File: src/rtl/ppcpu_pkg.sv
// ppcpu_pkg: shared pipeline definitions.
// Holds the fetch queue defaults (reset PC, depth), the fetch controller
// state encodings and the queue entry layout.
package ppcpu_pkg;

  localparam logic [31:0] DEF_RESET_PC = 32'h0000_0000;
  localparam int          DEF_FQ_DEPTH = 4;

  // Fetch controller states (kept as plain constants for legacy users)
  localparam logic [1:0] S_IDLE = 2'd0;  // no request outstanding
  localparam logic [1:0] S_WAIT = 2'd1;  // request out, response wanted
  localparam logic [1:0] S_DROP = 2'd2;  // request out, response discarded

  // One queue entry: 96 bits
  typedef struct packed {
    logic [31:0] pc;
    logic [31:0] pc4;
    logic [31:0] inst;
  } fq_entry_t;

  // Sequential fetch address; 32-bit wrap is intentional
  function automatic logic [31:0] pc_plus4(input logic [31:0] pc);
    return pc + 32'd4;
  endfunction

endpackage

File: src/rtl/fetch_queue_if.sv
// fetch_queue_if: instruction-memory bus and fetch->decode channel.
//   MemReq/MemAddr  : read request, held until MemAck
//   MemAck/MemData  : one-cycle completion with instruction word
//   F_Valid/F_PC/F_PC4/F_Inst : queue head toward IF_ID
//   D_Ready         : decode accepts the head this cycle
// master = fetch queue side, slave = memory/decode side.
interface fetch_queue_if;
  logic        MemReq;
  logic [31:0] MemAddr;
  logic        MemAck;
  logic [31:0] MemData;
  logic        F_Valid;
  logic [31:0] F_PC;
  logic [31:0] F_PC4;
  logic [31:0] F_Inst;
  logic        D_Ready;

  modport master (
    output MemReq, MemAddr, F_Valid, F_PC, F_PC4, F_Inst,
    input  MemAck, MemData, D_Ready
  );

  modport slave (
    input  MemReq, MemAddr, F_Valid, F_PC, F_PC4, F_Inst,
    output MemAck, MemData, D_Ready
  );
endinterface

File: src/rtl/fetch_fifo.sv
// fetch_fifo: circular buffer of fetched {pc, pc4, inst} entries.
// Ports:
//   clk, rst        : clock, async active-high reset
//   i_push, i_din   : write entry at tail
//   i_pop           : advance head (ignored when empty)
//   i_flush         : empty the queue; wins over push/pop
//   o_head, o_valid : head entry (zero when empty) and non-empty flag
//   o_count         : occupied entries, 0..DEPTH
module fetch_fifo
  import ppcpu_pkg::*;
#(
  parameter int DEPTH = DEF_FQ_DEPTH,
  localparam int AW   = $clog2(DEPTH)
) (
  input  logic        clk,
  input  logic        rst,
  input  logic        i_push,
  input  logic        i_pop,
  input  logic        i_flush,
  input  fq_entry_t   i_din,
  output fq_entry_t   o_head,
  output logic        o_valid,
  output logic [AW:0] o_count
);

  fq_entry_t     r_mem [DEPTH];
  logic [AW-1:0] r_head, r_tail;
  logic [AW:0]   r_count;
  logic          w_push, w_pop;

  // Full-guard is belt-and-braces; the controller never issues when full
  assign w_push = i_push && (r_count != (AW+1)'(DEPTH));
  assign w_pop  = i_pop  && (r_count != '0);

  always_ff @(posedge clk or posedge rst) begin
    if (rst) begin
      r_head  <= '0;
      r_tail  <= '0;
      r_count <= '0;
    end else if (i_flush) begin
      r_head  <= '0;
      r_tail  <= '0;
      r_count <= '0;
    end else begin
      if (w_push) r_tail <= r_tail + 1'b1;  // power-of-two wrap
      if (w_pop)  r_head <= r_head + 1'b1;
      case ({w_push, w_pop})
        2'b10:   r_count <= r_count + 1'b1;
        2'b01:   r_count <= r_count - 1'b1;
        default: ;
      endcase
    end
  end

  // Data array needs no reset: outputs are masked while empty
  always_ff @(posedge clk) begin
    if (w_push && !i_flush) r_mem[r_tail] <= i_din;
  end

  assign o_valid = (r_count != '0);
  assign o_head  = o_valid ? r_mem[r_head] : '0;
  assign o_count = r_count;

endmodule

File: src/rtl/fetch_queue.sv
// fetch_queue: instruction fetch controller plus decoupling queue.
// Ports:
//   CLK, RST    : clock, async active-high reset
//   Redirect    : taken branch/jump pulse from MEM
//   RedirTarget : new fetch address (low 2 bits dropped)
//   bus         : memory request/response and head-of-queue channel
//   QCount      : queue occupancy
// One request at a time; a slot is reserved before issue, so a returning
// word always has room. A redirect with a request in flight moves to DROP
// so the stale response is swallowed when it arrives.
module fetch_queue
  import ppcpu_pkg::*;
#(
  parameter logic [31:0] RESET_PC = DEF_RESET_PC,
  parameter int          FQ_DEPTH = DEF_FQ_DEPTH,
  localparam int         CW       = $clog2(FQ_DEPTH) + 1
) (
  input  logic          CLK,
  input  logic          RST,
  input  logic          Redirect,
  input  logic [31:0]   RedirTarget,
  fetch_queue_if.master bus,
  output logic [CW-1:0] QCount
);

  logic [1:0]    r_state;
  logic          r_mem_req;
  logic [31:0]   r_mem_addr;
  logic [31:0]   r_fetch_pc;

  logic [31:0]   w_redir_pc;
  logic          w_push, w_pop;
  logic [CW-1:0] w_count;
  fq_entry_t     w_entry, w_head;
  logic          w_valid;

  assign w_redir_pc = {RedirTarget[31:2], 2'b00};
  assign w_push     = (r_state == S_WAIT) && bus.MemAck && !Redirect;
  assign w_pop      = w_valid && bus.D_Ready;
  assign w_entry    = '{pc: r_fetch_pc, pc4: pc_plus4(r_fetch_pc), inst: bus.MemData};

  fetch_fifo #(.DEPTH(FQ_DEPTH)) u_fifo (
    .clk     (CLK),
    .rst     (RST),
    .i_push  (w_push),
    .i_pop   (w_pop),
    .i_flush (Redirect),
    .i_din   (w_entry),
    .o_head  (w_head),
    .o_valid (w_valid),
    .o_count (w_count)
  );

  always_ff @(posedge CLK or posedge RST) begin
    if (RST) begin
      r_state    <= S_IDLE;
      r_mem_req  <= 1'b0;
      r_mem_addr <= '0;
      r_fetch_pc <= RESET_PC;
    end else begin
      case (r_state)
        S_IDLE: begin
          // MemAck is ignored here; a redirect only retargets
          if (Redirect) begin
            r_fetch_pc <= w_redir_pc;
          end else if (w_count < CW'(FQ_DEPTH)) begin
            r_state    <= S_WAIT;
            r_mem_req  <= 1'b1;
            r_mem_addr <= r_fetch_pc;
          end
        end
        S_WAIT: begin
          if (bus.MemAck) begin
            r_state    <= S_IDLE;
            r_mem_req  <= 1'b0;
            r_fetch_pc <= Redirect ? w_redir_pc : pc_plus4(r_fetch_pc);
          end else if (Redirect) begin
            // Request cannot be retracted; keep MemReq up and drop the reply
            r_state    <= S_DROP;
            r_fetch_pc <= w_redir_pc;
          end
        end
        S_DROP: begin
          if (Redirect) r_fetch_pc <= w_redir_pc;
          if (bus.MemAck) begin
            r_state   <= S_IDLE;
            r_mem_req <= 1'b0;
          end
        end
        default: begin
          r_state   <= S_IDLE;
          r_mem_req <= 1'b0;
        end
      endcase
    end
  end

  assign bus.MemReq  = r_mem_req;
  assign bus.MemAddr = r_mem_addr;
  assign bus.F_Valid = w_valid;
  assign bus.F_PC    = w_head.pc;
  assign bus.F_PC4   = w_head.pc4;
  assign bus.F_Inst  = w_head.inst;
  assign QCount      = w_count;

endmodule

File: src/flat_wrapper.sv
// flat-port wrapper written by rule: the top's interface ports become plain ports
module fetch_queue_flat import ppcpu_pkg::*;
#(
  parameter logic [31:0] RESET_PC = DEF_RESET_PC,
  parameter int          FQ_DEPTH = DEF_FQ_DEPTH,
  localparam int         CW       = $clog2(FQ_DEPTH) + 1
)
  (CLK, RST, Redirect, RedirTarget, QCount, bus_MemReq, bus_MemAddr, bus_F_Valid, bus_F_PC, bus_F_PC4, bus_F_Inst, bus_MemAck, bus_MemData, bus_D_Ready);
  fetch_queue_if bus_i ();
  input  logic CLK;
  input  logic RST;
  input  logic Redirect;
  input  logic [31:0] RedirTarget;
  output logic [CW-1:0] QCount;
  output wire logic [$bits(bus_i.MemReq)-1:0] bus_MemReq;
  output wire logic [$bits(bus_i.MemAddr)-1:0] bus_MemAddr;
  output wire logic [$bits(bus_i.F_Valid)-1:0] bus_F_Valid;
  output wire logic [$bits(bus_i.F_PC)-1:0] bus_F_PC;
  output wire logic [$bits(bus_i.F_PC4)-1:0] bus_F_PC4;
  output wire logic [$bits(bus_i.F_Inst)-1:0] bus_F_Inst;
  input wire logic [$bits(bus_i.MemAck)-1:0] bus_MemAck;
  input wire logic [$bits(bus_i.MemData)-1:0] bus_MemData;
  input wire logic [$bits(bus_i.D_Ready)-1:0] bus_D_Ready;
  assign bus_MemReq = bus_i.MemReq;
  assign bus_MemAddr = bus_i.MemAddr;
  assign bus_F_Valid = bus_i.F_Valid;
  assign bus_F_PC = bus_i.F_PC;
  assign bus_F_PC4 = bus_i.F_PC4;
  assign bus_F_Inst = bus_i.F_Inst;
  assign bus_i.MemAck = bus_MemAck;
  assign bus_i.MemData = bus_MemData;
  assign bus_i.D_Ready = bus_D_Ready;
  fetch_queue #(.RESET_PC(RESET_PC), .FQ_DEPTH(FQ_DEPTH)) u_core (.CLK(CLK), .RST(RST), .Redirect(Redirect), .RedirTarget(RedirTarget), .bus(bus_i), .QCount(QCount));
endmodule
File: config.mk
export PLATFORM = sky130hd
export DESIGN_NAME = fetch_queue_flat
export DESIGN_NICKNAME = d
export VERILOG_FILES = /design/src/rtl/ppcpu_pkg.sv /design/src/rtl/fetch_queue_if.sv /design/src/rtl/fetch_fifo.sv /design/src/rtl/fetch_queue.sv /design/src/flat_wrapper.sv
export SDC_FILE = /design/constraint.sdc
export NUM_CORES = 1
export LEC_CHECK = 0
export ABC_AREA = 1
export BUFFER_PORTS_ARGS = -buffer_cell sky130_fd_sc_hd__buf_4
export CORE_UTILIZATION = 33
export CTS_BUF_LIST = sky130_fd_sc_hd__clkbuf_4 sky130_fd_sc_hd__clkbuf_8
export DETAILED_ROUTE_END_ITERATION = 10
export GPL_TIMING_DRIVEN = 0
export SLEW_MARGIN = 15
export SYNTH_ARGS = -nofsm -noshare
export SYNTH_HDL_FRONTEND = slang
export SYNTH_SLANG_ARGS = --single-unit
File: constraint.sdc
create_clock -name CLK -period 14.5 [get_ports CLK]
set_clock_uncertainty 0.05 [all_clocks]
set_input_delay 0 -clock CLK [delete_from_list [all_inputs] [get_ports CLK]]
set_output_delay 0 -clock CLK [all_outputs]
set_load 0.02 [all_outputs]
==> results.yml, run 1 <==
setup_path:
  worstSetupPathType: "register to output port"
  cp.depth: 6
  critPathMaxStageDelay_ps: 880
  crit_top_cell: "buf_4"
  cp-end-kind: "output port"
  timing.rr.end: "u_core.u_fifo.r_mem[2][25]"
  critPathTopFamily: "buffers and inverters"
  cp_slowest_cell: "nor3_2"
  r2r-start: "u_core.r_state[1]"
  r2r_slack_ps: 11520
  cp.arrival_ps: 3570
  r2r_cells: 9
  cp-start-kind: "register"
  critPathMaxFanout: 10
  crit_buf_inv: 4
  required_ps: 14450
  cp_cell_sequence: "nor3_2, buf_2, clkbuf_1, a21oi_1, buf_4, buf_4"
detailed_routing:
  avgViaCountPerCell: 4.86
  ant_nets: 0
  drc: 0
  avgRoutedWirePerCell_um: 19.8
  vias: 14244
  drtPass1Iterations: 5
  wirelength_um: 57800
  drt_iter0_drc: 1246
power:
  p_clk_frac: 0.256
  p_leak_nw: 9.23
  power.density_mw_per_mm2: 190
  internal_power_mw: 2.80
  p_sw_mw: 1.77
  ir_worst_vdd_uv: 89.1
  switching_share: 0.388
  power_frac_comb: 0.345
  p_seq_frac: 0.399
grt:
  track_usage: 0.197
  grt_max_degree: 58
  grt_overflow_total: 0
  antenna_found_initial: 0
  grt_pass1_wl_um: 86500
  grt_pass1_vias: 13861
final_layout:
  drive_gt1_frac: 0.196
  area_growth_pct: 27.0
  final_cell_mix: "nor2_1, edfxtp_1, o21ai_0, buf_4, nand2_1"
  n_antenna_cell: 0
  layout_commonest_cell: "nor2_1"
  nets: 2189
die:
  floorplan.initialDensity: 0.335
  die_y_um: 242
  die_area_mm2: 0.0585
  rows: 87
  core_mm2: 0.0566
  die_w_um: 242
  io_pins: 202
cts:
  clockBufferDepth: 3
  cts_buffers: 77
  cts_max_level: 3
  clockRootBuffer: "clkbuf_8"
  worstSkewPairLatency_ps: 640
  path_clk_slew_ps: 60
  clock_sinks: 450
  cts_tree: "done"
  cts_resized: 0
synthesis:
  synth_top_area_frac: 0.595
  async_flop_share: 0.164
  synth_edf_count: 376
  synth_area_leaders: "edfxtp_1, dfrtp_1, nor2_1"
  ys_ff_latch: 450
  synth_cell_types: 35
  yosys_most_used_dff: "edfxtp_1"
  ys_seq_area_frac: 0.692
  yosysTopAreaCell: "edfxtp_1"
  synth_cells: 1745
  synth_nets: 1824
  synthesis.area_mm2: 0.0190
  yosysWarnings: 0
  avgSynthCellArea_um2: 10.9
placement:
  place_congestion: 0.903
  dp_hpwl_um: 39500
  port_buffers: 198
hold_path:
  hold_depth: 2
  holdPathEnd: "u_core.u_fifo.r_mem[1][1]"
  hp-class: "input port to register"
  min_from: "bus_MemData[1]"
sta:
  min_period_ps: 3620
  rsz0062_at_grt: "false"
  drv_slew: 0
  setup_viol: 0
  hold-worst-slack_ps: 47.1
  finalSetupTns_ps: 0
  maxSlewHeadroom: 0.295
  hold_viol: 0
  fmax_ghz: 0.276
  fin_crit_sh: 0.250
  worst_pin_slew_ps: 1050
run_status:
  outcome: "finished, final reports clean"
run:
  drv_cap: 0
[metrics by stage]
| stage | worst slack (ps) | util | total power [mW] | area [um2] | instances |
|---|---|---|---|---|---|
| after floorplan | 9020 | - | 2.68 | 19000 | 1745 |
| after global placement | 5310 | 0.378 | 3.39 | 21400 | 2699 |
| after detailed placement | 11520 | 0.386 | 3.42 | 21800 | 2716 |
| after CTS | 10800 | 0.426 | 4.61 | 24100 | 2928 |
| after global routing | 10720 | 0.426 | 4.81 | 24100 | 2928 |
| final | 10880 | 0.426 | 4.57 | 24100 | 2928 |
[synth_stat cells (2+ instances only)]
library cell and instances:
a21oi_1 133, a22oi_1 3, and2_1 4, buf_1 18, buf_2 28, buf_4 2
clkbuf_1 49, dfrtp_1 74, edfxtp_1 376, ha_1 9, inv_1 73, inv_2 5
mux2_2 6, nand2_1 185, nand2_2 10, nand3_1 23, nand3_2 4, nand4_1 2
nor2_1 449, nor2_2 9, nor2_4 5, nor3_1 2, o21ai_0 248, o21ai_1 3
o32ai_1 2, xnor2_1 3, xor2_1 8, xor2_2 5
[power groups by stage]
stage / Sequential [mW] / Clock [mW] / Combinational, mW
CTS: 1.82 / 1.20 / 1.59
global route: 1.84 / 1.25 / 1.72
floorplan: 1.84 / 0 / 0.837
finish: 1.82 / 1.17 / 1.58
detailed placement: 1.85 / 0 / 1.57
global placement: 1.86 / 0 / 1.53
[sequential cells by signal, summed over array words and instances, names as in the netlist]
register	flops
u_core.u_fifo.r_mem	376
u_core.bus.MemAddr	32
u_core.r_fetch_pc	32
u_core.u_fifo.o_count	3
u_core.r_state	2
u_core.u_fifo.r_head	2
u_core.u_fifo.r_tail	2
u_core.bus.MemReq	1
[final cells by class]
type / count / area (um2)
clock buffer: 113 / 1390
clock inverter: 28 / 190
multi-input combinational: 1120 / 5180
timing repair buffer: 286 / 2570
sequential: 450 / 13100
inverter: 78 / 295
tap: 756 / 946
fill: 5397 / 32500
buffer: 97 / 407
[worst max-delay path by stage]
stage,from,end,slack (ps)
6_report,u_core.u_fifo.o_count[2],bus_F_PC4[1],10880
3_5_place_dp,u_core.u_fifo.o_count[2],bus_F_PC4[1],11520
5_1_grt,u_core.u_fifo.o_count[2],bus_F_PC4[1],10720
4_1_cts,u_core.u_fifo.o_count[2],bus_F_PC4[1],10800
2_1_floorplan,u_core.r_state[1],u_core.u_fifo.r_mem[0][0],9020
3_3_place_gp,u_core.r_state[1],u_core.u_fifo.r_mem[3][30],5310
[kinds of logic after synthesis]
logic type	count (synthesis)	synth area share
mux	6	0.00356
xor+xnor	16	0.00936
simple gates	694	0.146
buf+inv	175	0.0368
fa+ha+maj	10	0.00698
compound gates	394	0.105
flops	450	0.692
[layer usage]
metal | part of all wire | track usage | vias up
met2 | 0.48 | 0.321 | 473
met4 | 0.031 | 0.0711 | 0
li1 | - | - | 6724
met1 | 0.44 | 0.263 | 6944
met5 | 0 | 0 | -
met3 | 0.057 | 0.0366 | 103
[what timing repair did]
item / in CTS / in global routing
setup buffers: 0 / 0
hold buffers: 71 / 0
endpoints found under the setup margin: 0 / 0
endpoints found under the hold margin: 242 / 0
Note: power is estimated with default switching activity, not from simulation.
==> run 2, diff against run 1 <==
- clock period: 14.5 -> 3.3 ns (I/O delays scaled with it)
==> run 2 against run 1 <==
Against the previous run: non-clock buffer count grew 5; power increased to 4.4 times the previous value; core utilization increased by 0.073 points; combinational power rose to 4.4 times the previous value; final cell count about the same; first-iteration DRC count down 8.2%; wire length increased by 0.43%; setup slack got worse by 11000 ps; clock power rose to 4.3 times the previous value; via count rose by 0.25%; clock-buffer cell count shrank 4; critical endpoint is now bus_F_PC[19]; largest cell class unchanged; highest routed layer unchanged.
==> results.yml, run 2 (same netlist as run 1, synthesis figures left out) <==
run_status:
  outcome: "finished, final reports clean"
placement:
  pre_cts_slack_ps: 307
  port_buffers: 198
  place_area_mm2: 0.0219
  dp.cells: 2717
  dp_hpwl_um: 39700
  place_congestion: 0.919
hold_path:
  hp-class: "input port to register"
  hold_depth: 2
detailed_routing:
  wirelength_um: 58100
  wl_met3_um: 4270
  wl_met2_um: 27500
  drt_iter0_drc: 1144
  drc: 0
  drt-met1-wl_um: 24800
  avgViaCountPerCell: 4.88
  ant_nets: 0
  vias: 14279
  drtPass1Iterations: 6
  topRoutingLayerUsed: "met4"
  avgRoutedWirePerCell_um: 19.8
final_layout:
  drive_gt1_frac: 0.197
  fin_area_mm2: 0.0242
  largest_reg_flops: 376
  layout_commonest_cell: "nor2_1"
  top_register: "u_core.u_fifo.r_mem"
  area_growth_pct: 27.3
  final_cell_mix: "nor2_1, edfxtp_1, o21ai_0, buf_4, nand2_1"
  nets: 2193
  n_antenna_cell: 0
  instances_no_fill: 2929
grt:
  grt_overflow_total: 0
  grt_pass1_vias: 13772
  antenna_found_initial: 0
  grt_max_degree: 58
  track_usage: 0.198
  grt_pass1_wl_um: 86600
die:
  io_pins: 202
  rows: 87
  floorplan.initialDensity: 0.335
  core_mm2: 0.0566
  die_w_um: 242
  die_area_mm2: 0.0585
  die_y_um: 242
setup_path:
  worstSetupPathType: "register to output port"
  required_ps: 3250
  cp-end-kind: "output port"
  r2r_cells: 8
  cp-start-kind: "register"
  cp.arrival_ps: 3020
  critPathMaxFanout: 10
sta:
  maxSlewHeadroom: 0.529
  fmax_ghz: 0.326
  setup_viol: 0
  fin_crit_sh: 0.930
  worst_pin_slew_ps: 707
  rsz0062_at_grt: "false"
  finalSetupTns_ps: 0
  min_period_ps: 3070
  hold_viol: 0
  drv_slew: 0
  finalWorstSetupSlack_ps: 230
cts:
  cts_buffers: 76
  worstSkewPairLatency_ps: 650
  path_clk_slew_ps: 60
  cts_max_level: 3
  clock_sinks: 450
  cts_tree: "done"
  clockRootBuffer: "clkbuf_8"
  clockBufferDepth: 3
run:
  drv_cap: 0
power:
  p_leak_nw: 9.25
  power_mw: 20.1
  power.density_mw_per_mm2: 830
  ir_worst_vdd_uv: 390
==> run 2: changes by cell type in the layout (fill, tap and decap cells not counted), moves of 2 or more <==
cell / change
clkbuf_4: +2
clkbuf_2: +6
inv_8: +3
clkinv_1: +3
clkbuf_8: -5
clkbuf_1: -8
buf_1: +2
dlygate4sd3_1: +2
clkinv_2: -5
==> run 2: cell type report <==
class | count | area [um2]
Buffer | 97 | 417
Fill cell | 5351 | 32400
Multi-Input combinational cell | 1120 | 5180
Clock buffer | 109 | 1330
Timing Repair Buffer | 291 | 2650
Sequential cell | 450 | 13100
Inverter | 78 | 295
Tap cell | 756 | 946
Clock inverter | 28 | 201
==> run 2: per-layer routing <==
metal | vias up | track usage
met5 | - | 0
met4 | 0 | 0.0638
met3 | 108 | 0.0440
met2 | 534 | 0.319
met1 | 6913 | 0.264
li1 | 6724 | -
==> run 2: power by group <==
group / total [mW] / internal (mW) / switching [mW]
Combinational: 7.00 / 2.22 / 4.78
Clock: 5.04 / 2.77 / 2.27
Sequential: 8.02 / 7.26 / 0.761
Total: 20.1 / 12.2 / 7.81
==> run 2: path summary, 6_finish.rpt <==
kind                                    startpoint                          to  slack (ps)
max                        u_core.u_fifo.r_head[0]                bus_F_PC[19]         230
min                                 bus_MemData[7]   u_core.u_fifo.r_mem[2][7]          50
max reg2reg                      u_core.r_state[1]  u_core.u_fifo.r_mem[0][11]         540
min reg2reg                  u_core.bus.MemAddr[9]       u_core.bus.MemAddr[9]         450
max in group asynchronous                      RST      u_core.bus.MemAddr[15]        2200
min in group asynchronous                      RST      u_core.bus.MemAddr[27]         390
==> run 2: metrics by stage <==
stage	hold WS, ps	util
after global placement	150	0.379
after CTS	1.44	0.427
after global routing	10.8	0.427
after floorplan	48.9	-
final	53.4	0.427
after detailed placement	-87.8	0.386
==> run 2: worst max-delay path: stages, from the launching register on <==
cell and delay [ps]:
dfrtp_1 350, buf_2 250, inv_2 280, clkbuf_4 350, buf_1 450, o21ai_0 170
a21oi_1 310, buf_4 210
==> run 2: repair_timing <==
action,CTS,global route
gates resized for setup,3,11
setup endpoints to repair,42,15
pin swaps,1,0
hold buffers,73,0
buffers inserted,2,0
endpoints found under the hold margin,242,0
